File: src/rtl/cache_req_arbiter.sv
// Cache request arbiter: merges NUM_CH cache request channels onto a single
// memory port with one outstanding transaction. Supports fixed-priority or
// round-robin selection, and a per-channel flush that suppresses the response
// of a squashed request without aborting the memory transaction.
module cache_req_arbiter #(
  parameter int NUM_CH = 2,
  parameter int ADDR_W = 32,
  parameter int DATA_W = 32,
  parameter int RR_EN  = 1,
  localparam int GW    = (NUM_CH > 1) ? $clog2(NUM_CH) : 1
) (
  input  logic                     clk,
  input  logic                     rst,
  input  logic [NUM_CH-1:0]        ch_req_valid_i,
  input  logic [NUM_CH-1:0]        ch_wen_i,
  input  logic [NUM_CH*ADDR_W-1:0] ch_addr_i,
  input  logic [NUM_CH*DATA_W-1:0] ch_wdata_i,
  input  logic [NUM_CH*2-1:0]      ch_wlen_i,
  input  logic [NUM_CH-1:0]        ch_flush_i,
  output logic [NUM_CH-1:0]        ch_ready_o,
  output logic [NUM_CH-1:0]        ch_data_valid_o,
  output logic [DATA_W-1:0]        ch_data_o,
  output logic                     mem_req_valid_o,
  input  logic                     mem_ready_i,
  output logic [ADDR_W-1:0]        mem_addr_o,
  output logic                     mem_wen_o,
  output logic [DATA_W-1:0]        mem_wdata_o,
  output logic [1:0]               mem_wlen_o,
  input  logic                     mem_data_valid_i,
  input  logic [DATA_W-1:0]        mem_data_i,
  output logic                     busy_o,
  output logic [GW-1:0]            grant_id_o
);

  typedef enum logic [1:0] {
    ST_IDLE = 2'd0,
    ST_REQ  = 2'd1,
    ST_WAIT = 2'd2
  } state_t;

  state_t            state;
  state_t            state_next;

  logic [NUM_CH-1:0] elig;
  logic              any_elig;
  logic              grant;
  logic [GW-1:0]     winner;
  logic [GW-1:0]     last_grant;
  logic              drop;
  logic              owner_flush;
  logic              resp_fire;

  logic [ADDR_W-1:0] sel_addr;
  logic              sel_wen;
  logic [DATA_W-1:0] sel_wdata;
  logic [1:0]        sel_wlen;

  // Lowest eligible index wins.
  function automatic logic [GW-1:0] pick_fixed(input logic [NUM_CH-1:0] req);
    logic [GW-1:0] w;
    w = '0;
    for (int i = NUM_CH - 1; i >= 0; i--) begin
      if (req[i]) w = GW'(i);
    end
    return w;
  endfunction

  // Search starts one past the previous winner and wraps around.
  function automatic logic [GW-1:0] pick_rr(input logic [NUM_CH-1:0] req,
                                            input logic [GW-1:0]     last);
    logic [GW-1:0] w;
    logic [GW-1:0] ix;
    logic          found;
    w     = '0;
    found = 1'b0;
    for (int k = 1; k <= NUM_CH; k++) begin
      ix = GW'((int'(last) + k) % NUM_CH);
      if (!found && req[ix]) begin
        w     = ix;
        found = 1'b1;
      end
    end
    return w;
  endfunction

  // A flushing channel is never granted, even if it also holds valid.
  always_comb begin
    elig     = ch_req_valid_i & ~ch_flush_i;
    any_elig = |elig;
    winner   = (RR_EN != 0) ? pick_rr(elig, last_grant) : pick_fixed(elig);
    grant    = (state == ST_IDLE) && any_elig;
  end

  // Payload of the selected channel, captured on grant.
  always_comb begin
    sel_addr  = ch_addr_i[winner*ADDR_W +: ADDR_W];
    sel_wen   = ch_wen_i[winner];
    sel_wdata = ch_wdata_i[winner*DATA_W +: DATA_W];
    sel_wlen  = ch_wlen_i[winner*2 +: 2];
  end

  // Flush of the owner suppresses the response, including a same-cycle flush.
  always_comb begin
    owner_flush = ch_flush_i[grant_id_o];
    resp_fire   = (state == ST_WAIT) && mem_data_valid_i && !drop && !owner_flush;
  end

  // State register.
  always_ff @(posedge clk or negedge rst) begin
    if (!rst) state <= ST_IDLE;
    else      state <= state_next;
  end

  // Next-state logic: grant, wait for memory accept, wait for data/ack.
  always_comb begin
    state_next = state;
    case (state)
      ST_IDLE: if (any_elig)         state_next = ST_REQ;
      ST_REQ:  if (mem_ready_i)      state_next = ST_WAIT;
      ST_WAIT: if (mem_data_valid_i) state_next = ST_IDLE;
      default:                       state_next = ST_IDLE;
    endcase
  end

  // Output decode: accept pulse in IDLE, request in REQ, response in WAIT.
  always_comb begin
    ch_ready_o      = '0;
    ch_data_valid_o = '0;
    ch_data_o       = '0;
    mem_req_valid_o = (state == ST_REQ);
    busy_o          = (state != ST_IDLE);
    if (grant && rst) ch_ready_o[winner] = 1'b1;
    if (resp_fire) begin
      ch_data_valid_o[grant_id_o] = 1'b1;
      ch_data_o                   = mem_data_i;
    end
  end

  // Transaction registers: payload and owner latched on grant, held until next grant.
  always_ff @(posedge clk or negedge rst) begin
    if (!rst) begin
      mem_addr_o  <= '0;
      mem_wen_o   <= 1'b0;
      mem_wdata_o <= '0;
      mem_wlen_o  <= 2'b00;
      grant_id_o  <= '0;
      last_grant  <= GW'(NUM_CH - 1);
    end else if (grant) begin
      mem_addr_o  <= sel_addr;
      mem_wen_o   <= sel_wen;
      mem_wdata_o <= sel_wdata;
      mem_wlen_o  <= sel_wlen;
      grant_id_o  <= winner;
      last_grant  <= winner;
    end
  end

  // Drop flag: cleared on grant, set by an owner flush while the transaction is held.
  always_ff @(posedge clk or negedge rst) begin
    if (!rst)                                 drop <= 1'b0;
    else if (grant)                           drop <= 1'b0;
    else if ((state != ST_IDLE) && owner_flush) drop <= 1'b1;
  end

endmodule
File: config.mk
export PLATFORM = sky130hd
export DESIGN_NAME = cache_req_arbiter
export DESIGN_NICKNAME = d
export VERILOG_FILES = /design/src/rtl/cache_req_arbiter.sv
export SDC_FILE = /design/constraint.sdc
export NUM_CORES = 1
export LEC_CHECK = 0
export BUFFER_PORTS_ARGS = -buffer_cell sky130_fd_sc_hd__clkbuf_2
export CORE_MARGIN = 3
export CORE_UTILIZATION = 41
export DETAILED_ROUTE_END_ITERATION = 16
export PLACE_DENSITY = 0.9
export SYNTH_ARGS = -nofsm -noshare
export SYNTH_HDL_FRONTEND = slang
export SYNTH_SLANG_ARGS = --single-unit
File: constraint.sdc
create_clock -name clk -period 1.55 [get_ports clk]
set_input_delay 0.0775 -clock clk [delete_from_list [all_inputs] [get_ports clk]]
set_output_delay 0.0775 -clock clk [all_outputs]
set_load 0.005 [all_outputs]
Yosys cells after proc, flatten, opt, wreduce, memory -nomap -nowiden --
Cells that the tools add are included.
Operators by class: magnitude comparators 6, add/subtract/negate cells 2, reduce and logical (&&, ||, !) cells 17, muxes and demuxes 24, bitwise logic cells 2, equal/unequal tests 5, shift operators 3
Operator list (count):
- $shiftx A64 B7 Y32 | 2
- $mux W32 | 1
- $mux W1 | 15
- $mux W2 | 5
- $logic_and A1 B1 Y1 | 9
- $lt A1 B2 Y1 const B | 4
- $pmux W2 S3 | 1
- $ne A2 B2 Y1 const B | 2
- $reduce_bool A2 Y1 | 2
- $shiftx A4 B3 Y2 | 1
- $logic_not A1 Y1 | 3
- $reduce_and A3 Y1 | 1
- $add A1 B1 Y1 const B | 2
- $and A2 B2 Y2 | 1
- $demux W1 S1 | 2
- $eq A2 B1 Y1 const B | 1
- $eq A2 B2 Y1 const B | 1
- $ge A1 B1 Y1 const B | 2
- $logic_not A2 Y1 | 1
- $ne A2 B1 Y1 const B | 1
- $not A2 Y2 | 1
- $reduce_or A2 Y1 | 1
Word-level totals: register bits 72, output and inout bits 106, logic and storage cells 67

Logic depth before layout (Yosys ltp) --
depth after elaboration 13, gate-level depth with buffers 6, depth with buffers taken out 3

Worst setup path after synthesis --
Ideal clock, no wire load.
kind flip-flop to flip-flop, start register last_grant, end register mem_addr_o[22], slack 0.102 ns, cell stages (with the launch flop) 6, data required time 1.419 ns, path buffers 2, arrival time 1.317 ns, path through dfstp_2 -> nand3b_1 -> buf_2 -> buf_2 -> a221oi_1 -> a2bb2oi_2
On the way: word-level cells in the longest chain between the ends 8
RTL lines:
- start, declared | RTL line 48 | logic [GW-1:0] last_grant;
- start signal, assigned | RTL line 147 | last_grant <= GW'(NUM_CH - 1);
- start signal, assigned | RTL line 154 | last_grant <= winner;
- $add A1 B1 Y1 | RTL line 77 | ix = GW'((int'(last) + k) % NUM_CH);
- $mux W1 (implied by the code) (2 in a row) | RTL line 78 | if (!found && req[ix]) begin
- $mux W1 | RTL line 78
- $logic_not A1 Y1 | RTL line 78
- $logic_and A1 B1 Y1 | RTL line 78
- $mux W1 * | RTL line 78
- $shiftx A64 B7 Y32 * | RTL line 96 | sel_addr = ch_addr_i[winner*ADDR_W +: ADDR_W];
- end signal, assigned | RTL line 149 | mem_addr_o <= sel_addr;
- end, declared | RTL line 25 | output logic [ADDR_W-1:0] mem_addr_o,
Every way passes the cells marked *; elsewhere a longest branch is shown, timed or not. The select of a mux whose other input is x is not followed. A chain may end at the register's enable or synchronous reset.

Worst setup path in the final report --
start register drop, end output port ch_data_o[6]
On the way: word-level cells in the longest chain between the ends 4
RTL lines:
- start, declared | RTL line 49 | logic drop;
- start signal, assigned | RTL line 160 | if (!rst) drop <= 1'b0;
- start signal, assigned | RTL line 161 | else if (grant) drop <= 1'b0;
- start signal, assigned | RTL line 162 | else if ((state != ST_IDLE) && owner_flush) drop <= 1'b1;
- $logic_not A1 Y1 | RTL line 105 | resp_fire = (state == ST_WAIT) && mem_data_valid_i && !drop && !owner_flush;
- $logic_and A1 B1 Y1 (2 in a row) | RTL line 105
- $mux W32 | RTL line 133 | if (resp_fire) begin
- end, declared | RTL line 22 | output logic [DATA_W-1:0] ch_data_o,
Every way passes these cells.

==> key figures <==
Timing
  – Final hold vios: 0
  – Fin worst setup slack: -0.164 ns
  – Clock skew: 0.00536 ns
  – Final period utilization: 1.11
  – Worst relative slew slack: 0.618
  – Worst hold slack: 0.00734 ns
  – Finish-stage setup viols: 40
  – Fin crit period: 1.71 ns
  – Slew @ Worst Pin: 0.572 ns
  – FMAX: 583 MHz
  – Fin. max-slew vios: 0
  – RSZ-0062 raised after global routing: true

Hold path
  – Hold path endpoint: mem_wdata_o[15]$_DFFE_PN0P_
  – Min-delay src: ch_wdata_i[15]
  – Worst Hold Path Cells: 3
  – HP Class: in -> reg

Route
  – Vias per Instance: 6.01
  – TritonRoute pass-1 iters: 6
  – Drt total wl: 18.9 mm
  – Vias: 5,484
  – Remaining DRCs: 0
  – Initial DRC count: 509
  – Final ANT Viol Nets: 0
  – WL/cell: 20.8 um

Synthesis
  – Largest family of logic cells by synthesized area: compound AO/OA/AOI/OAI gates
  – Simple-Gate Fraction of Synth Area: 0.184
  – Mux contribution to synthesized area: 0.00232
  – Mapped Nets: 642
  – Adder-Cell Fraction of Synth Area: 0
  – Post-synthesis average cell area: 10.4 um^2
  – Library cells used by synthesis: 30
  – Cell taking the most area after synthesis: dfrtp_1
  – Mapped cell area: 0.00486 mm^2
  – XOR/XNOR Fraction of Synth Area: 0
  – Synth top area share: 0.366
  – Synth area leaders: dfrtp_1 37%, and3b_1 12%, a221oi_1 9.9%
  – Post-synthesis register bit count: 72
  – Cells after Synth: 468
  – Ys Warns: 0
  – Synth Area in Compound Gates: 0.366
  – Sequential fraction of the synthesis area: 0.371

Power
  – Power, Total: 11.5 mW
  – VDD IR max: 1.00 mV
  – Power Density: 1480 mW/mm^2
  – Static Leak: 3.77 nW

Job
  – Max-cap viol count: 0

Finish
  – Final nets: 938
  – Area grow syn2layout: 59.6%
  – Layout cells sized above 1: 0.570
  – Filler cells: 833
  – Sequential cell area: 0.00180 mm^2
  – Post-Layout Cell Count: 912
  – Layout Utilization: 0.674
  – Area of the multi-input gates: 0.00316 mm^2

Floorplan
  – IO Count: 280
  – Chip height: 115 um
  – Die width: 115 um
  – Overall die area: 0.0132 mm^2
  – Placeable Area: 0.0115 mm^2
  – Initial Utilization: 0.422
  – Site row count: 39

Worst setup path
  – Worst path bufs/invs: 2
  – Worst path cell trace: nand4bb_4, o21bai_4, clkbuf_16, nor2b_1, clkbuf_2
  – Required time worst endpoint: 1.47 ns
  – Critical path launch point type: flop
  – Crit-path max cell delay: 0.39 ns
  – RR Endpoint: mem_wdata_o[25]$_DFFE_PN0P_
  – Critical path capture point type: output port
  – Worst-path fanout max: 8
  – CP max stage cell: dfrtp_1
  – WP data arrival: 1.64 ns
  – CP delay by family, top: flip-flops
  – Worst R2R Path Depth: 6
  – CP Class: reg -> out
  – CP startpoint: drop$_DFFE_PN0P_
  – R2R Setup Slk: -0.02 ns
  – Worst r2r src: last_grant$_DFFE_PN1P_

CTS
  – Max H-tree Level: 3
  – CTS tree: yes
  – CTS Sinks: 72
  – Bufs on Longest Clock Path: 2
  – Root Driver: clkbuf_16
  – Number of CTS-inserted buffers: 9
  – Worst-path clk slew: 0.06 ns
  – Worst-Skew Late Latency: 0.32 ns

Status
  – Status: complete, but fails checks
  – Failing checks: setup timing

Global routing
  – Initial antenna violation count: 0
  – Overall Global Routing Usage: 0.257
  – Largest net degree at the start of global routing: 73
  – Global-route wire length before repair: 27.7 mm
  – Grt total ovfl: 0
  – Vias in the first global route: 5,357

Place
  – DP Wirelength: 11.5 mm
  – Placed cells: 847
  – Place WS: -0.0338 ns
  – GPL Wtd Cong: 0.831
  – IO Port Bufs: 279
per-layer routing:
metal / share of wire / global-route usage / wire [um]
met5: 0 / 0 / 0
met2: 0.50 / 0.423 / 9400
met1: 0.41 / 0.337 / 7740
met3: 0.067 / 0.0479 / 1260
met4: 0.028 / 0.0962 / 537
flip-flops by register name, summed over array words and instances, names as in the netlist:
register,flops
mem_addr_o,32
last_grant,1
grant_id_o,1
mem_wdata_o,32
mem_wen_o,1
mem_wlen_o,2
drop,1
state,2
cell usage after synthesis:
cell type / n
nor3_1: 2
nand3b_1: 1
a21oi_4: 1
and3_1: 1
mux2_2: 1
a2bb2oi_2: 20
nor3b_1: 1
or2_1: 1
buf_2: 19
nor2_1: 3
clkbuf_1: 37
dfstp_2: 1
o21ai_0: 68
o21bai_1: 1
buf_8: 2
a221oi_1: 55
nand2b_1: 2
inv_1: 1
buf_6: 5
and3b_1: 68
nor2b_1: 34
a221oi_2: 12
buf_4: 6
nand2b_4: 1
a22o_1: 2
a21o_1: 3
dfrtp_1: 71
nand4bb_1: 1
clkbuf_2: 1
a2bb2oi_1: 47
cell families after synthesis:
logic type | count (synthesis)
buffers and inverters | 71
muxes | 1
AOI/OAI and AO/OA | 209
DFF | 72
and+or+nand+nor | 115
repair_timing:
action	in CTS	in global routing
cloned	1	6
gates resized for setup	11	92
pin swaps	1	8
buffers inserted	5	4
endpoints found under the setup margin	40	70
hold endpoints to repair	62	0
hold buffers	33	0
cells in the final DEF, fill, tap and decap left out, drive strengths merged, types with 3 or more instances in the layout:
master,n
clkbuf,275
dfrtp,71
o21ai,68
and3b,68
a2bb2oi,67
a221oi,67
buf,56
nor2b,34
dlygate4sd3,33
nor2,3
a21o,3
nand2b,3
tightest hold or removal path: cells and delay by family:
family	cells	cell delay, ns
buffers and inverters	1	0.08
AO/OA/AOI/OAI	2	0.13
power by group:
group          internal, mW  switching (mW)
Combinational          3.07            2.69
Clock                  1.39           0.806
Sequential             2.83           0.674
cell type report:
class | instances | area share
inverters | 1 | 0.000484
clock inverters | 6 | 0.0110
clock buffers | 9 | 0.0290
multi-input cells | 325 | 0.407
diodes | 1 | 0.000322
flip-flops and latches | 72 | 0.233
well taps | 143 | 0.0231
repair buffers | 355 | 0.296
how the worst max path moves through the flow:
stage | to | slack, ns | depth (start not counted)
6_report | ch_data_o[6] | -0.16 | 5
5_1_grt | ch_data_o[10] | -0.21 | 5
4_1_cts | ch_data_o[5] | -0.13 | 5
3_5_place_dp | mem_addr_o[30]$_DFFE_PN0P_ | -0.03 | 4
3_3_place_gp | mem_addr_o[22]$_DFFE_PN0P_ | 0.04 | 4
2_1_floorplan | mem_addr_o[22]$_DFFE_PN0P_ | 0.10 | 5
metrics by stage:
step	setup TNS [ns]	cell area, um^2
global placement	0	6400
global route	-6.61	7760
finish	-3.93	7760
detailed placement	-0.0828	6400
CTS	-3.66	7150
floorplan	0	4860
(Power assumes the default switching activity.)
